[src/rtl/jtsbaskt_sndlatch.sv]
// jtsbaskt_sndlatch
// Sound-side end of the main-CPU -> sound-CPU command channel (Super Basketball).
// Captures command bytes written by the main 6809 and raises a held interrupt
// to the sound Z80 that stays asserted until the Z80 acknowledges it. Also
// provides the free-running Konami sound timer that the Z80 polls for tempo.
// Both CPUs run from clk through their own clock enables, so every strobe
// is qualified by the matching enable.
//
// Ports
//   rst          sync active-high reset
//   clk          24 MHz system clock
//   main_cen     main CPU bus-cycle enable
//   main_rnw     main CPU read/not-write
//   main_dout    main CPU write data
//   snd_data_cs  main CPU select: command latch
//   snd_on_cs    main CPU select: trigger register (bit 0)
//   snd_cen      Z80 clock enable
//   snd_latch_cs Z80 read strobe for the command latch
//   snd_m1_n     Z80 M1 (active low)
//   snd_iorq_n   Z80 IORQ (active low)
//   snd_int_n    Z80 INT (active low, held until acknowledged)
//   latch_dout   latched command byte
//   timer_dout   {4'b0, timer count}
//   pending      latch written and not yet read by the Z80
module jtsbaskt_sndlatch #(
  parameter int PRESCALE_W = 10
)(
  input  logic       rst,
  input  logic       clk,
  input  logic       main_cen,
  input  logic       main_rnw,
  input  logic [7:0] main_dout,
  input  logic       snd_data_cs,
  input  logic       snd_on_cs,
  input  logic       snd_cen,
  input  logic       snd_latch_cs,
  input  logic       snd_m1_n,
  input  logic       snd_iorq_n,
  output logic       snd_int_n,
  output logic [7:0] latch_dout,
  output logic [7:0] timer_dout,
  output logic       pending
);

  localparam logic [PRESCALE_W-1:0] PRE_ONE = 1;

  logic                  w_wr;
  logic                  w_latch_wr;
  logic                  w_on_wr;
  logic                  w_trig;
  logic                  w_ack;
  logic                  w_consume;
  logic                  w_pre_wrap;

  logic [7:0]            r_latch;
  logic                  r_pending;
  logic                  r_on;
  logic                  r_int_n;
  logic [PRESCALE_W-1:0] r_pre;
  logic [3:0]            r_cnt;

  assign w_wr       = main_cen & ~main_rnw;
  assign w_latch_wr = w_wr & snd_data_cs;
  assign w_on_wr    = w_wr & snd_on_cs;
  // Only a 0->1 transition of the trigger bit fires the interrupt.
  assign w_trig     = w_on_wr & ~r_on & main_dout[0];
  // Interrupt acknowledge cycle: M1 and IORQ low together.
  assign w_ack      = snd_cen & ~snd_m1_n & ~snd_iorq_n;
  assign w_consume  = snd_cen & snd_latch_cs;
  assign w_pre_wrap = snd_cen & (&r_pre);

  // Command latch. A write in the same clk as a Z80 read keeps pending set,
  // so a byte arriving during a read is never lost.
  always_ff @(posedge clk) begin
    if (rst) begin
      r_latch   <= 8'd0;
      r_pending <= 1'b0;
    end else begin
      if (w_latch_wr) begin
        r_latch   <= main_dout;
        r_pending <= 1'b1;
      end else if (w_consume) begin
        r_pending <= 1'b0;
      end
    end
  end

  // Trigger edge detector and held interrupt. A trigger beats a coincident
  // acknowledge so a fresh request is not swallowed.
  always_ff @(posedge clk) begin
    if (rst) begin
      r_on    <= 1'b0;
      r_int_n <= 1'b1;
    end else begin
      if (w_on_wr) r_on <= main_dout[0];
      if (w_trig)
        r_int_n <= 1'b0;
      else if (w_ack)
        r_int_n <= 1'b1;
    end
  end

  // Sound timer: prescaler wraps every 2^PRESCALE_W snd_cen pulses and
  // advances the 4-bit count on the wrapping pulse.
  always_ff @(posedge clk) begin
    if (rst) begin
      r_pre <= '0;
      r_cnt <= 4'd0;
    end else if (snd_cen) begin
      r_pre <= r_pre + PRE_ONE;
      if (w_pre_wrap) r_cnt <= r_cnt + 4'd1;
    end
  end

  assign snd_int_n  = r_int_n;
  assign latch_dout = r_latch;
  assign pending    = r_pending;
  assign timer_dout = {4'b0000, r_cnt};

endmodule

[config.mk]
export PLATFORM = sky130hd
export DESIGN_NAME = jtsbaskt_sndlatch
export DESIGN_NICKNAME = d
export VERILOG_FILES = /design/src/rtl/jtsbaskt_sndlatch.sv
export SDC_FILE = /design/constraint.sdc
export NUM_CORES = 1
export LEC_CHECK = 0
export CORE_MARGIN = 5
export CORE_UTILIZATION = 48
export DETAILED_ROUTE_END_ITERATION = 10
export HOLD_SLACK_MARGIN = 0.02
export MAX_ROUTING_LAYER = met4
export PLACE_DENSITY_LB_ADDON = 0.3
export SLEW_MARGIN = 5
export SYNTH_ARGS = -nofsm -noshare
export SYNTH_HDL_FRONTEND = slang
export SYNTH_SLANG_ARGS = --single-unit
[constraint.sdc]
create_clock -name clk -period 4.8 [get_ports clk]
set_input_delay 1.2 -clock clk [delete_from_list [all_inputs] [get_ports clk]]
set_output_delay 1.2 -clock clk [all_outputs]
set_load 0.05 [all_outputs]
---- Word level (Yosys, flattened, before mapping) ----
Cells that the tools add are included.
operators by class
  multiplexer cells ....................... 4
  reductions and logical operators ........ 4
  $mul .................................... 0
  eq/ne operators ......................... 0
  shifts and indexed selects .............. 0
  divide/modulo/power cells ............... 0
  order comparisons ....................... 0
  add/subtract/negate cells ............... 2
  bitwise operators ....................... 13
operators with widths
  cell                                                              number
  10-bit by 1-bit adder with 10-bit output (second input constant)  1
  10-bit AND reduction                                              1
  1-bit AND                                                         9
  4-bit by 1-bit adder with 4-bit output (second input constant)    1
  1-bit 2-to-1 mux                                                  4
  1-bit inverter                                                    4
  2-bit nonzero test                                                2
  2-bit AND reduction                                               1
storage, ports and cells
  register bits ........................... 25
  logic and storage cells ................. 29
  bits in writable memories ............... 0
  input port bits ......................... 18
  memories ................................ 0
  bits in latches ......................... 0
  memory bits (read-only) ................. 0

---- Depth between registers and ports, before layout ----
Gate-level depths: netlist (run 1).
  depth in word-level cells ............... 6
  mapped depth ............................ 5
  gate-level depth less buffers ........... 4

---- Worst setup path before layout (run 1) ----
No wires, ideal clock.
  path kind ............................... input to register
  from .................................... in snd_cen
  to ...................................... reg r_cnt[2]
  arrival time ............................ 2.203 ns
  stages on the path ...................... 5
  library setup time ...................... 0.123 ns
  buffers on the path ..................... 2
  path slack .............................. 2.474 ns
  cells stage by stage .................... buf_4 > nand4_4 > buf_6 > nor4_1 > mux2_1
between the ends
  cells in the longest elaborated chain, start to end .. 2
ends and longest elaborated chain
  what                             line  text
  start, declared                  35    input logic snd_cen,
  1-bit AND                        70    assign w_pre_wrap = snd_cen & (&r_pre);
  2-bit AND reduction (no line) *  --
  end signal, assigned             111   if (w_pre_wrap) r_cnt <= r_cnt + 4'd1;
  end, declared                    60    logic [3:0] r_cnt;
Mark *: on every way between the ends. The rest lies on a longest branch, timed or not.
A chain may end at the register's enable or synchronous reset.

---- Final worst setup path (run 1) ----
  from .................................... reg r_cnt[0]
  to ...................................... out timer_dout[0]
RTL lines
  what           line  text
  end, declared  41    output logic [7:0] timer_dout,
No word-level cell between the ends.

==> results of run 1 <==
[worst min-delay path by stage]
stage | startpoint | to | slack (ns) | cells past startpoint
floorplan | r_pre[8] | r_pre[8] | 0.45 | 2
finish | pending | pending | 0.47 | 2
global route | pending | pending | 0.51 | 2
CTS | pending | pending | 0.47 | 2
detailed placement | pending | pending | 0.45 | 2
global placement | pending | pending | 0.45 | 2
[flip-flops by register name, indices dropped and copies added, names as in the netlist]
register / cells
pending: 1
r_pre: 10
r_cnt: 4
latch_dout: 8
snd_int_n: 1
r_on: 1
[per-stage QoR]
stage	power (mW)	worst slack, ns	hold WS [ns]	area (um2)
floorplan	0.2567	2.474	0.4521	1134
global placement	0.2753	1.834	0.4452	1414
detailed placement	0.2767	1.758	0.4507	1414
CTS	0.3662	2.028	0.4714	1441
global route	0.3831	1.976	0.5101	1441
finish	0.3638	2.034	0.4679	1441
[cells in the final DEF (no fill, tap or decap)]
| cell type | n |
|---|---|
| o21ai_0 | 3 |
| nor4_1 | 2 |
| nand3_1 | 1 |
| nand2b_1 | 2 |
| o31ai_1 | 1 |
| o21bai_1 | 1 |
| inv_1 | 2 |
| nor4_2 | 2 |
| clkinv_2 | 1 |
| clkbuf_4 | 3 |
| nor2b_1 | 3 |
| mux2i_1 | 11 |
| mux2_1 | 4 |
| a21oi_1 | 6 |
| ha_1 | 2 |
| nand2_1 | 7 |
| or3_1 | 3 |
| dfxtp_1 | 25 |
| nand4_1 | 4 |
| nand3b_1 | 2 |
| or4_1 | 1 |
| nor2_1 | 20 |
| xor2_1 | 3 |
| clkdlybuf4s50_1 | 31 |
| xnor2_1 | 1 |
| conb_1 | 4 |
| nor3b_1 | 1 |
| nand4_4 | 1 |
[cells in the mapped netlist]
master     n
buf_4      5
buf_1      2
nand2_1    7
mux2_1     4
o31ai_1    1
clkbuf_1   1
dfxtp_1   25
nand4_1    4
nor4_1     2
o21bai_1   1
buf_2      1
nor2b_1    3
conb_1     1
xor2_1     3
nand3b_1   2
nor2_1    20
nand2b_1   2
or4_1      1
nand4_4    1
ha_1       2
nor4_2     2
nand3_1    1
buf_6      1
xnor2_1    1
nor3b_1    1
o21ai_0    3
mux2i_1   11
a21oi_1    6
or3_1      3
inv_1      2
[layer usage]
metal / up-vias / global-route usage / routed length, um
li1: 456 / - / -
met1: 406 / 0.1613 / 927
met2: 28 / 0.2249 / 1027
met3: 4 / 0.03728 / 143
met4: 0 / 0.04967 / 33
met5: - / - / 0
[cell type report]
cell class	count	area share
multi-input combinational	85	0.3889
tap	28	0.02431
inverter	2	0.005208
sequential	25	0.3472
clock inverter	1	0.003472
timing repair buffer	31	0.2153
clock buffer	3	0.01563
[power by group through the flow]
stage | clock network (mW) | registers, mW | logic [mW]
final | 0.0919 | 0.217 | 0.0549
after global routing | 0.107 | 0.218 | 0.0585
after CTS | 0.0939 | 0.217 | 0.0554
after detailed placement | 0 | 0.221 | 0.0553
after global placement | 0 | 0.221 | 0.0542
after floorplan | 0 | 0.231 | 0.0258
[logic make-up after synthesis]
| kind of cell | synth area share |
|---|---|
| buffers and inverters | 0.06466 |
| adder cells (fa/ha/maj) | 0.02229 |
| other | 0.003341 |
| flip-flops | 0.4459 |
| AND/OR/NAND/NOR | 0.2408 |
| multiplexers | 0.1382 |
| XOR/XNOR | 0.03122 |
| AO/OA/AOI/OAI | 0.05351 |
==> impl_metrics.env, run 1 <==
export IMPL_status="finished clean"
export IMPL_dr_pass1_iters=4
export IMPL_synth_cell_type_count=30
export IMPL_rsz0062_at_grt="no"
export IMPL_synthToLayoutAreaGrowth_pct=28.43
export IMPL_cp_end_kind="primary output"
export IMPL_final_setup_viol_count=0
export IMPL_cpMaxStageDelayCell="clkdlybuf4s50_1"
export IMPL_dr_total_vias=894
export IMPL_cts_tree="done"
export IMPL_syn_inst=119
export IMPL_drc=0
export IMPL_r2r_start="r_pre[0]"
export IMPL_finalClockSkew_ns=0.007132
export IMPL_slowest_delay_ns=0.83
export IMPL_drive_above_1_share=0.04762
export IMPL_synthesis_area_um2=1122
export IMPL_r2r_cells=4
export IMPL_path_depth=1
export IMPL_port_buffers=31
export IMPL_slew_violations=0
export IMPL_clk_pin_slew_ns=0.13
export IMPL_clockPowerShare=0.253
export IMPL_power_switching_uw=95.88
export IMPL_postRouteWirelength_mm=2.131
export IMPL_peakVddDrop_uv=221.0
export IMPL_ios=36
export IMPL_power_density_nw_per_um2=252.4
export IMPL_required_ns=3.60
export IMPL_maxSlewHeadroom=0.3398
export IMPL_clock_sinks=25
export IMPL_cts_made_buffers=3
export IMPL_antenna_cells=0
export IMPL_crit_buf_inv=1
export IMPL_register_area_um2=500.5
export IMPL_final_nets=168
export IMPL_ys_warn_count=0
export IMPL_worstPathArrival_ns=1.57
export IMPL_start_kind="flop"
export IMPL_synth_top_area_frac=0.4459
export IMPL_synth_top_area_cell="dfxtp_1"
export IMPL_endpoint="timer_dout[0]"
export IMPL_dieArea_um2=3405
export IMPL_dp_cells=171
export IMPL_ant_nets=0
export IMPL_chipHeight_um=58.36
export IMPL_rr_endpoint="r_cnt[0]"
export IMPL_vias_per_cell=5.109
export IMPL_instances_no_fill=175
export IMPL_maxCapViolCount=0
export IMPL_leakage_nw=0.5812
export IMPL_setup_tns_ns=0
export IMPL_crit_type="reg2out"
export IMPL_setup_worst_path_start="r_cnt[0]"
export IMPL_cp_cell_sequence="clkdlybuf4s50_1"
export IMPL_grt_start_max_net_pins=31
export IMPL_gp_congestion=0.7300
export IMPL_p_comb_frac=0.151
export IMPL_pwr_share_seq=0.596
export IMPL_yosysSeqAreaShare=0.4459
export IMPL_fill_cells=184
export IMPL_reg2reg_slack_ns=3.14
export IMPL_first_iter_violations=17
export IMPL_multi_input_area_um2=560.5
export IMPL_grtUsageTotal=0.1376
export IMPL_die_w_um=58.36
export IMPL_period_minus_slack_ns=2.766
export IMPL_cts_resized=0
export IMPL_hold_viol_final=0
export IMPL_worstMarginPinSlew_ns=0.9872
export IMPL_hp_class="reg2reg"
export IMPL_crit_family="buffers and inverters"
export IMPL_num_rows=17
export IMPL_synth_avg_cell_area_um2=9.431
export IMPL_cts_root_buffer="clkbuf_4"
export IMPL_cts_hold_buf=0
export IMPL_netSwitchingFraction=0.2636
export IMPL_post_cts_repair_setup_buffers=0
export IMPL_htreeDepth=1
export IMPL_ys_seq_elements=25
export IMPL_fin_util=0.6516
export IMPL_avgRoutedWirePerCell_um=12.18
export IMPL_period_share=0.5763
export IMPL_first_global_vias=828
export IMPL_fmax_mhz=361.5
export IMPL_start_util=0.5074
export IMPL_grt_overflow=0
export IMPL_grt_pass1_wl_mm=3.546
export IMPL_antenna_found_initial=0
export IMPL_hpwlAfterDp_mm=1.608
export IMPL_core_area_um2=2212
export IMPL_insertion_delay_ns=0.31
export IMPL_p_int_uw=267.9
export IMPL_synth_area_leaders="dfxtp_1 (45%), mux2i_1 (9.8%), nor2_1 (6.7%)"
export IMPL_clk_path_buf_depth=2
export IMPL_path_max_fanout=5
No activity file was read; power rests on OpenSTA's default activity.
==> run 2, diff against run 1 <==
--- a/config.mk
+++ b/config.mk
@@ -6,7 +6,7 @@
 export NUM_CORES = 1
 export LEC_CHECK = 0
 export CORE_MARGIN = 5
-export CORE_UTILIZATION = 48
+export CORE_UTILIZATION = 45
 export DETAILED_ROUTE_END_ITERATION = 10
 export HOLD_SLACK_MARGIN = 0.02
 export MAX_ROUTING_LAYER = met4
==> constraint.sdc (replaced) <==
create_clock -name clk -period 2.61 [get_ports clk]
set_input_delay 0.6525 -clock clk [delete_from_list [all_inputs] [get_ports clk]]
set_output_delay 0.6525 -clock clk [all_outputs]
set_load 0.05 [all_outputs]
==> run 2 against run 1 <==
  * Die area increased by 5.5%
  * Clock skew fell by 0.0058 ns
  * Global-route usage increased by 0.63 points
  * Combinational power grew 91%
  * Non-clock buffer count grew 3
  * Register-to-register slack lost 2.2 ns
  * First-iteration DRC count fell by 41%
  * Clock-buffer cell count unchanged
  * Sequential share of layout area is 0.59 points lower
  * Critical path type unchanged
==> impl_metrics.env, run 2 (synthesis results as in run 1) <==
export IMPL_grt_start_max_net_pins=16
export IMPL_clockPowerShare=0.253
export IMPL_pwr_share_seq=0.591
export IMPL_period_minus_slack_ns=2.221
export IMPL_chipHeight_um=59.94
export IMPL_setup_tns_ns=0
export IMPL_cts_tree="done"
export IMPL_drive_above_1_share=0.06667
export IMPL_dr_total_vias=922
export IMPL_setup_worst_path_start="r_cnt[0]"
export IMPL_dpl_instance_area_um2=1439
export IMPL_num_rows=18
export IMPL_clk_path_buf_depth=2
export IMPL_finalClockSkew_ns=0.001368
export IMPL_first_global_vias=965
export IMPL_post_cts_repair_setup_buffers=0
export IMPL_p_comb_frac=0.156
export IMPL_worstMarginPinSlew_ns=0.5315
export IMPL_status="finished clean"
export IMPL_grt_overflow=0
export IMPL_final_common_cell="clkdlybuf4s50_1"
export IMPL_peakVddDrop_uv=335.8
export IMPL_slew_violations=0
export IMPL_final_setup_viol_count=0
export IMPL_ant_nets=0
export IMPL_netSwitchingFraction=0.2657
export IMPL_r2r_start="r_pre[0]"
export IMPL_postRouteWirelength_mm=2.290
export IMPL_cts_made_buffers=3
export IMPL_core_area_um2=2432
export IMPL_hpwlAfterDp_mm=1.848
export IMPL_power_density_nw_per_um2=459.9
export IMPL_cts_resized=0
export IMPL_rsz0062_at_grt="no"
export IMPL_cts_root_buffer="clkbuf_4"
export IMPL_worstPathArrival_ns=1.57
export IMPL_antenna_cells=0
export IMPL_start_kind="flop"
export IMPL_cp_end_kind="primary output"
export IMPL_crit_buf_inv=1
export IMPL_clock_sinks=25
export IMPL_cts_hold_buf=0
export IMPL_instances_no_fill=180
export IMPL_synthToLayoutAreaGrowth_pct=30.66
export IMPL_first_iter_violations=10
export IMPL_insertion_delay_ns=0.31
export IMPL_dieArea_um2=3593
export IMPL_htreeDepth=1
export IMPL_hold_viol_final=0
export IMPL_hold_start="pending"
export IMPL_maxCapViolCount=0
export IMPL_leakage_nw=0.5957
export IMPL_power_switching_uw=179.2
export IMPL_cp_cell_sequence="clkdlybuf4s50_1"
export IMPL_regMostFlops="r_pre"
export IMPL_crit_family="buffers and inverters"
export IMPL_dp_cells=176
export IMPL_gp_congestion=0.8199
export IMPL_final_nets=171
export IMPL_antenna_found_initial=0
export IMPL_clk_pin_slew_ns=0.14
export IMPL_dr_pass1_iters=4
export IMPL_port_buffers=31
export IMPL_vias_per_cell=5.122
export IMPL_die_w_um=59.94
export IMPL_drc=0
export IMPL_maxSlewHeadroom=0.6446
export IMPL_fmax_mhz=450.2
export IMPL_fin_area_um2=1466
export IMPL_required_ns=1.96
export IMPL_grt_pass1_wl_mm=3.967
export IMPL_grtUsageTotal=0.1439
export IMPL_ios=36
export IMPL_crit_type="reg2out"
export IMPL_hp_class="reg2reg"
export IMPL_period_share=0.8510
export IMPL_fill_cells=218
export IMPL_avgRoutedWirePerCell_um=12.72
export IMPL_slowest_delay_ns=0.83
export IMPL_cpMaxStageDelayCell="clkdlybuf4s50_1"
export IMPL_p_int_uw=495.2
export IMPL_most_common_layout_cells="clkdlybuf4s50_1 (31), dfxtp_1 (25), nor2_1 (20)"
export IMPL_start_util=0.4614
export IMPL_largest_reg_flops=10
export IMPL_path_max_fanout=5
==> run 2: changes by cell type in the layout (fill, tap and decap cells not counted) <==
cell   before  now
buf_4       0    3
==> run 2: final cells by class <==
type                            count  area (um2)  area share
Multi-Input combinational cell     85       560.5      0.3823
Tap cell                           30       37.54     0.02560
Sequential cell                    25       500.5      0.3413
Timing Repair Buffer               34       332.8      0.2270
Inverter                            2       7.507    0.005119
Clock inverter                      1       5.005    0.003413
Clock buffer                        3       22.52     0.01536
==> run 2: per-layer routing <==
metal | up-vias | share of wire | GRT usage
met4 | 0 | 0.0022 | 0.03481
met1 | 440 | 0.43 | 0.1627
met2 | 21 | 0.52 | 0.2593
met5 | - | 0 | -
li1 | 459 | - | -
met3 | 2 | 0.043 | 0.02592
==> run 2: worst paths after layout <==
path                        end  slack [ns]  cells past startpoint
setup / recovery  timer_dout[0]        0.39                      1
setup reg to reg       r_cnt[0]        0.95                      4
hold / removal          pending        0.50                      2
hold reg to reg         pending        0.50                      2
==> run 2: power groups by stage <==
stage	Clock (mW)	Sequential, mW	Combinational, mW
after floorplan	0	0.425	0.0475
final	0.171	0.399	0.105
after detailed placement	0	0.407	0.106
after CTS	0.179	0.399	0.106
after global routing	0.200	0.400	0.112
after global placement	0	0.406	0.103
==> run 2: tightest hold or removal path: stages (launching register included) <==
cell and delay (ns):
dfxtp_1 0.34, nand2_1 0.07, a21oi_1 0.06
==> run 2: stage by stage <==
| step | power, mW | util | hold slack (ns) | setup WS (ns) |
|---|---|---|---|---|
| 2_1_floorplan | 0.4720 | - | 0.4521 | 0.8316 |
| 3_3_place_gp | 0.5099 | 0.5916 | 0.4495 | 0.3809 |
| 3_5_place_dp | 0.5124 | 0.5916 | 0.4813 | 0.3308 |
| 4_1_cts | 0.6837 | 0.6029 | 0.5011 | 0.3700 |
| 5_1_grt | 0.7121 | 0.6029 | 0.5126 | 0.3064 |
| 6_report | 0.6744 | 0.6029 | 0.4953 | 0.3889 |
